[src/rtl/cpu_sequencer.sv]
// Eight-phase control sequencer for the lab CPU: one instruction per 8 clocks, sticky halt.
// Optional single-step gating at INST_ADDR is enabled by defining CPU_SEQ_STEP_EN.
module cpu_sequencer #(
  parameter int PHASE_W = 3
) (
  input  logic               clk,
  input  logic               rst,
`ifdef CPU_SEQ_STEP_EN
  input  logic               step,
`endif
  input  logic [2:0]         opcode,
  input  logic               zero,
  output logic               mem_rd,
  output logic               mem_wr,
  output logic               load_ir,
  output logic               load_ac,
  output logic               inc_pc,
  output logic               load_pc,
  output logic               halt,
  output logic [PHASE_W-1:0] phase
);

  typedef enum logic [PHASE_W-1:0] {
    INST_ADDR  = 3'd0,
    INST_FETCH = 3'd1,
    INST_LOAD  = 3'd2,
    IDLE       = 3'd3,
    OP_ADDR    = 3'd4,
    OP_FETCH   = 3'd5,
    ALU_OP     = 3'd6,
    STORE      = 3'd7
  } phase_t;

  localparam logic [2:0] OP_HLT = 3'd0;
  localparam logic [2:0] OP_SKZ = 3'd1;
  localparam logic [2:0] OP_ADD = 3'd2;
  localparam logic [2:0] OP_AND = 3'd3;
  localparam logic [2:0] OP_XOR = 3'd4;
  localparam logic [2:0] OP_LDA = 3'd5;
  localparam logic [2:0] OP_STO = 3'd6;
  localparam logic [2:0] OP_JMP = 3'd7;

  phase_t state;
  logic   halted;
  logic   start_ok;
  logic   alu_op;

`ifdef CPU_SEQ_STEP_EN
  assign start_ok = step;
`else
  assign start_ok = 1'b1;
`endif

  assign alu_op = (opcode == OP_ADD) || (opcode == OP_AND) ||
                  (opcode == OP_XOR) || (opcode == OP_LDA);
  assign phase  = state;

  // HLT freezes the phase at OP_ADDR; only reset releases it.
  always_ff @(posedge clk or posedge rst) begin
    if (rst) begin
      state  <= INST_ADDR;
      halted <= 1'b0;
    end else if (!halted) begin
      if (state == OP_ADDR && opcode == OP_HLT) begin
        halted <= 1'b1;
      end else if (state != INST_ADDR || start_ok) begin
        state <= phase_t'(state + PHASE_W'(1));
      end
    end
  end

  // Opcode is only consulted from OP_ADDR on, so an unknown opcode early in the fetch is harmless.
  always_comb begin
    mem_rd  = 1'b0;
    mem_wr  = 1'b0;
    load_ir = 1'b0;
    load_ac = 1'b0;
    inc_pc  = 1'b0;
    load_pc = 1'b0;
    halt    = 1'b0;
    if (halted) begin
      halt = 1'b1;
    end else begin
      case (state)
        INST_ADDR: ;
        INST_FETCH: mem_rd = 1'b1;
        INST_LOAD, IDLE: begin
          mem_rd  = 1'b1;
          load_ir = 1'b1;
        end
        OP_ADDR: begin
          inc_pc = 1'b1;
          halt   = (opcode == OP_HLT);
        end
        OP_FETCH: mem_rd = alu_op;
        ALU_OP: begin
          mem_rd  = alu_op;
          load_ac = alu_op;
          inc_pc  = (opcode == OP_SKZ) && zero;
          load_pc = (opcode == OP_JMP);
        end
        STORE: begin
          mem_rd  = alu_op;
          load_ac = alu_op;
          mem_wr  = (opcode == OP_STO);
          inc_pc  = (opcode == OP_JMP);
          load_pc = (opcode == OP_JMP);
        end
        default: ;
      endcase
    end
  end

endmodule

[config.mk]
export PLATFORM = sky130hd
export DESIGN_NAME = cpu_sequencer
export DESIGN_NICKNAME = d
export VERILOG_FILES = /design/src/rtl/cpu_sequencer.sv
export SDC_FILE = /design/constraint.sdc
export NUM_CORES = 1
export LEC_CHECK = 0
export ABC_AREA = 0
export CORE_AREA = 2 2 39 41
export DETAILED_ROUTE_END_ITERATION = 7
export DIE_AREA = 0 0 41 43
export GPL_ROUTABILITY_DRIVEN = 0
export SYNTH_ARGS = -nofsm -noshare
export SYNTH_HDL_FRONTEND = slang
export SYNTH_SLANG_ARGS = --single-unit
[constraint.sdc]
create_clock -name clk -period 3.9 [get_ports clk]
set_input_delay 0.78 -clock clk [delete_from_list [all_inputs] [get_ports clk]]
set_output_delay 0.78 -clock clk [all_outputs]
set_load 0.1 [all_outputs]
# == Word level (Yosys, flattened, before mapping) ==
# Cells that the tools add are included.
# totals
ff_bits,4
inputBits,6
out_inout_bits,10
wordCells,46
# classes
addsub,1
n_eq_ne,14
n_mux,16
bitwise_logic,2
reduce_logical,11
# ops
op,n
"equality test 3 bit, second input constant",8
two-way mux 1 bit,14
"equality test 3 x 2 -> 1 bit, second input constant",4
"equality test 3 x 1 -> 1 bit, second input constant",2
OR reduction 3 bit,2
OR reduction 2 bit,2
"adder 3 x 1 -> 3 bit, second input constant",1
zero test 3 bit,1
logical OR 1 bit,3
one-hot mux 1 bit (3 select lines),1
logical AND 1 bit,2
NOT 1 bit,2
one-hot mux 1 bit (2 select lines),1
AND reduction 2 bit,1

# == Longest topological paths before layout ==
# Gate-level depths: netlist (run 1).
# depth
ltp_word,6
ltp_mapped,5
depth_no_buf,5

# == Worst setup path after synthesis (run 1) ==
# OpenSTA, ideal clock, no wires.
# synth_timing
path_kind,flip-flop to output port
start,"reg state[1], in the netlist phase[1]"
end,out load_ac
arrival_time_ps,3640
required_ps,3120
setup_slack_ps,-520
stages_incl_launch_ff,5
n_path_buf,0
cell_sequence,dfrtp_1 -> ha_1 -> ha_1 -> a21oi_1 -> nor3_1
# synth_via
elab_chain_cells,4
elab_cells_between_ends,5
classes_between,eq/ne: 2; mux: 2; reduce/logical: 1
# synth_rtl
element,line,source
from (decl),43,phase_t state;
from (signal assigned),67,state <= phase_t'(state + PHASE_W'(1));
equality test 3 bit,84,case (state)
OR reduction 2 bit (no source line) *,--,
two-way mux 1 bit *,84,
two-way mux 1 bit *,81,if (halted) begin
to (decl),16,"output logic load_ac,"
# Mark *: on every way between the ends. The rest lies on a longest branch, timed or not.

# == Final worst setup path (run 1) ==
# layout_timing
start,in opcode[0]
end,out inc_pc
# layout_via
elab_chain_cells,4
elab_cells_between_ends,5
classes_between,eq/ne: 2; mux: 2; reduce/logical: 1
# layout_rtl
element,line,source
from (decl),11,"input logic [2:0] opcode,"
equality test 3 x 1 -> 1 bit,99,inc_pc = (opcode == OP_SKZ) && zero;
logical AND 1 bit,99,
one-hot mux 1 bit (3 select lines) *,84,
two-way mux 1 bit *,81,
to (decl),17,"output logic inc_pc,"
# Marks and branches as above.

==> impl_results.md, run 1 <==
* Total GRT Usage at 10.3%
* Pre-CTS setup slack at between 800 and 900 ps
* Post-DP Area at between 500 and 600 um2
* Synth Warn # at 0
* Filler cells at around 140
* CTS tree: built
* Clock Latency Late Sink at about 230 ps
* Initial antenna violation count at 0
* Relative slew slack at 35.8%
* First-pass DRT Iterations at 4
* Area growth from synthesis to layout at 52.5%
* # DRC at 0
* Post-synth top area cell: dfrtp_1
* Clock Root Buffer: clkbuf_4
* CP max stage cell: clkdlybuf4s50_1
* Die H at roughly 43 um
* Worst flop-to-flop path startpoint: phase[0]$_DFFE_PP0P_
* Worst min path class: flip-flop to flip-flop
* CP Buf/Inv Count at 2
* Worst path cell trace: clkdlybuf4s50_1 > nand4_1 > or3_1 > a31oi_2 > buf_12
* Remaining global-route overflow at 0
* Clock tree buffer depth at 2
* Post-detailed-routing wire length at between 700 and 800 um
* Met1 wire length at around 360 um
* Core area at between 1000 and 1500 um2
* Syn_area_per_cell at 8.85 um2
* CTS buffer count at 3
* Setup Skew at between 1 and 1.5 ps
* Crit-path max FO at 5
* Resize count post-CTS at 0
* Status: completed
* Ant. Diodes at 0
* FMAX at between 300 and 400 MHz
* # rows at 14
* Most frequent cells in the layout: 8 x clkdlybuf4s50_1, 7 x ha_1, 6 x buf_4, 5 x inv_1, 4 x dfrtp_1
* Post-synth EDFFs at 0
* Worst setup SP type: input pin
* Max Cap Viol at 0
* Vias per cell at between 4 and 5
* Hold path start: phase[1]$_DFFE_PP0P_
* Buffers on Ports at 15
* Via Count at ~340
* Synth top area share at 26.9%
* Final setup vio count at 0
* Hold Buf Count CTS at 0
* Final cycle utilization of the critical path at between 70 and 80%
* RSZ-0062 raised after global routing: no
* Most common cell after layout, fill and taps aside: clkdlybuf4s50_1
* Die area at 1760 um2
* I/O Pins at 16
* Top FF cell, synth: dfrtp_1
* Total negative slack at 0 ps
* ANT nets after route at 0
* Tmin final at 3020 ps
* Die X at around 40 um
* Final hold violation count at 0
* Routed wl met2 at approximately 330 um
* Final worst setup slack at approximately 900 ps
* Post-synth cell types at 19
* Top cells by area, synth: dfrtp_1 27%, ha_1 24%, inv_1 5.1%
* Post-CTS Repair Setup Buffers at 0
* Crit. Startpoint: opcode[0]
* Post-synthesis sequential area ratio at 26.9%
* Nets at 74
* Highest metal used: met3
* H-tree depth at 1
* CP Class: input pin to output port
* HPWL after detailed placement at 600 um
* Largest net degree at the start of global routing at 10
* Reg clk slew, reported paths at roughly 40 ps
* Syn nets at 55
* Drt wl/cell at just under 10 um
* Vias in the first global route at approximately 280
* Hold WS at about 600 ps
* Type of destination of the critical path: output port
* Clock Sinks at 4
* Layout cell share with drive strength beyond 1 at about a quarter
* Global-route wire length before repair at approximately 1200 um
* Number of synthesized register bits at 4
* DR iter-0 viols at 5
* CP top delay family: buffers and inverters
* Required @ worst endpoint at approximately 3100 ps
* Slew Limit Fails at 0
* CP max stage delay at 580 ps
* Tightest Pin Transition at 961 ps
* Synthesized area at 372 um2
* Met3 WL at around 37 um
* Crit path arrival time at 2240 ps
* Post-route cell area at 567 um2
* Ys async rst share at 100%
* Initial core utilization at ~27%
* Cell count after synthesis at 42
[kinds of logic after synthesis]
group / after synthesis / synth area share [%]
AOI/OAI and AO/OA: 8 / 13.1
DFF: 4 / 26.9
and+or+nand+nor: 14 / 21.5
muxes: 1 / 4.04
xor gates and xnor gates: 2 / 4.71
buffers and inverters: 6 / 6.06
adders and majority gates: 7 / 23.6
[synthesized netlist by cell type, types with 2 or more instances]
| library cell | number |
|---|---|
| xnor2_1 | 2 |
| ha_1 | 7 |
| inv_1 | 5 |
| nor3_1 | 3 |
| nand3_1 | 2 |
| dfrtp_1 | 4 |
| nand4_1 | 2 |
| nor2_1 | 3 |
| a21oi_1 | 3 |
| o21ai_0 | 2 |
[per-stage QoR]
| stage | std cells | utilization (%) |
|---|---|---|
| global route | 75 | 41.0 |
| CTS | 75 | 41.0 |
| finish | 75 | 41.0 |
| detailed placement | 72 | 39.3 |
| floorplan | 42 | - |
| global placement | 72 | 39.3 |
[sequential cells by signal, indices dropped and copies added (netlist names)]
signal  cells
halted      1
phase       3
[layout make-up]
cell class	count	area, um2	area share [%]
Tap cell	16	20.0	3.53
Timing Repair Buffer	15	145	25.6
Sequential cell	4	100	17.7
Clock buffer	3	22.5	3.97
Multi-Input combinational cell	32	260	45.9
Inverter	5	18.8	3.31
[per-layer routing]
metal  track usage, %  vias to the layer above
li1                 -                      181
met1             12.1                      151
met2             13.8                        9
met3             3.14                        0
met4             10.0                        0
met5                0                        -
[final timing paths]
| path | cells after the start | slack, ps | end |
|---|---|---|---|
| max | 5 | 880 | inc_pc |
| min | 1 | 600 | phase[1]$_DFFE_PP0P_ |
| max reg2reg | 5 | 2310 | phase[1]$_DFFE_PP0P_ |
| min reg2reg | 1 | 600 | phase[1]$_DFFE_PP0P_ |
| max in group asynchronous | 2 | 3030 | halted$_DFF_PP0_ |
| min in group asynchronous | 2 | 720 | phase[0]$_DFFE_PP0P_ |
Power of run 1 is left out: the tool's default activity adds up to more than one toggle a clock period on the data nets, which glitch-free logic cannot reach.
==> run 2, diff against run 1 <==
Clock period 3.9 ns to 2.95 ns, I/O delays scaled along.
==> impl_results.md, run 2 (synthesis gave the netlist of run 1 again) <==
* Ant. Diodes at 0
* Crit path arrival time at 2090 ps
* Largest net degree at the start of global routing at 10
* CP Class: input pin to output port
* Drt wl/cell at 10.5 um
* Total GRT Usage at about an eighth
* Via Count at 366
* Tightest Pin Transition at roughly 530 ps
* Total negative slack at 0 ps
* Final hold violation count at 0
* Die H at around 43 um
* Max reg flops at 3
* Clock Root Buffer: clkbuf_4
* Core area at 1380 um2
* Layout cell share with drive strength beyond 1 at between 30% and 40%
* Util after Layout at 48.8%
* Buffers on Ports at 15
* ANT nets after route at 0
* Resize count post-CTS at 0
* CP max stage cell: clkdlybuf4s50_1
* Worst min path class: input pin to asynchronous set/reset pin
* Reg clk slew, reported paths at around 40 ps
* Vias per cell at approximately 4.8
* RSZ-0062 raised after global routing: no
* Initial antenna violation count at 0
* Nets at 75
* Worst setup SP type: input pin
* Final setup vio count at 0
* CTS buffer count at 3
* Relative slew slack at ~64%
* Most frequent cells in the layout: 7 x ha_1, 6 x buf_12, 5 x inv_1, 5 x clkdlybuf4s50_1, 5 x buf_4
* DR iter-0 viols at 3
* # rows at 14
* Type of destination of the critical path: output port
* Required @ worst endpoint at between 2000 and 2500 ps
* Setup Skew at about 5.3 ps
* Status: completed
* Remaining global-route overflow at 0
* FMAX at 373 MHz
* Clock Sinks at 4
* Die X at just over 40 um
* Initial core utilization at 26.9%
* Filler cells at roughly 130
* # DRC at 0
* Tmin final at ~2700 ps
* Slew Limit Fails at 0
* CP Buf/Inv Count at 2
* H-tree depth at 1
* Worst path cell trace: clkdlybuf4s50_1 > nand4_1 > or3_1 > a31oi_4 > buf_12
* Area growth from synthesis to layout at 81.8%
* HPWL after detailed placement at between 600 and 700 um
* Crit-path max FO at 5
* CP max stage delay at a little over 600 ps
* CP top delay family: buffers and inverters
* Final cycle utilization of the critical path at between 90 and 100%
* CTS tree: built
* Routed wl met2 at ~420 um
* Post-detailed-routing wire length at a little over 800 um
* Clock tree buffer depth at 2
* Die area at roughly 1800 um2
* I/O Pins at 16
* Vias in the first global route at approximately 330
* Global-route wire length before repair at roughly 1400 um
* Post-CTS Repair Setup Buffers at 0
* Highest metal used: met3
* Most common cell after layout, fill and taps aside: ha_1
* Clock Latency Late Sink at about 240 ps
* Hold Buf Count CTS at 0
* Max Cap Viol at 0
* First-pass DRT Iterations at 4
* Met1 wire length at about 340 um
* Met3 WL at 44 um
* Hold WS at 535 ps
run 2: cell types whose count changed in the layout (fill, tap and decap cells not counted), moves of 2 or more:
| cell | change |
|---|---|
| buf_12 | +5 |
| nor3_1 | -2 |
| nor3_4 | +3 |
| dfrtp_2 | +2 |
| dfrtp_1 | -2 |
| clkdlybuf4s50_1 | -3 |
run 2: path summary, 6_finish.rpt:
| kind | from | endpoint | slack [ps] | cells after the start |
|---|---|---|---|---|
| max reg2reg | phase[0]$_DFFE_PP0P_ | phase[1]$_DFFE_PP0P_ | 1350 | 5 |
| max | opcode[0] | inc_pc | 270 | 5 |
| min reg2reg | phase[1]$_DFFE_PP0P_ | phase[1]$_DFFE_PP0P_ | 570 | 1 |
| min in group clk | phase[1]$_DFFE_PP0P_ | phase[1]$_DFFE_PP0P_ | 570 | 1 |
| min | rst | phase[1]$_DFFE_PP0P_ | 540 | 2 |
| max in group asynchronous | rst | phase[0]$_DFFE_PP0P_ | 2250 | 2 |
run 2: final cells by class:
cell class                      instances  area [um2]  share of cell area (%)
Clock buffer                            4        26.3                    3.89
Multi-Input combinational cell         32         300                    44.4
Sequential cell                         4         103                    15.2
Timing Repair Buffer                   16         208                    30.7
Tap cell                               16        20.0                    2.96
Inverter                                5        18.8                    2.78
run 2: metrics by stage:
| stage | cell area [um2] | setup WS, ps | std cells |
|---|---|---|---|
| finish | 676 | 269 | 77 |
| global route | 676 | 173 | 77 |
| CTS | 676 | 262 | 77 |
| floorplan | 425 | 34.8 | 42 |
| detailed placement | 649 | 258 | 73 |
| global placement | 649 | 281 | 73 |
run 2: metal layers:
metal | up-vias | global-route usage, %
met5 | - | 0
met4 | 0 | 6.00
met3 | 0 | 6.28
met2 | 10 | 16.9
met1 | 171 | 13.6
li1 | 185 | -
Power of run 2 is left out for the same reason.
==> run 3, diff against run 2 <==
Settings changed: SLEW_MARGIN set to 20.
==> results of run 3 <==
No change in the layout: final DEF, timing and power equal those of run 2.
Power of run 3 is left out for the same reason.
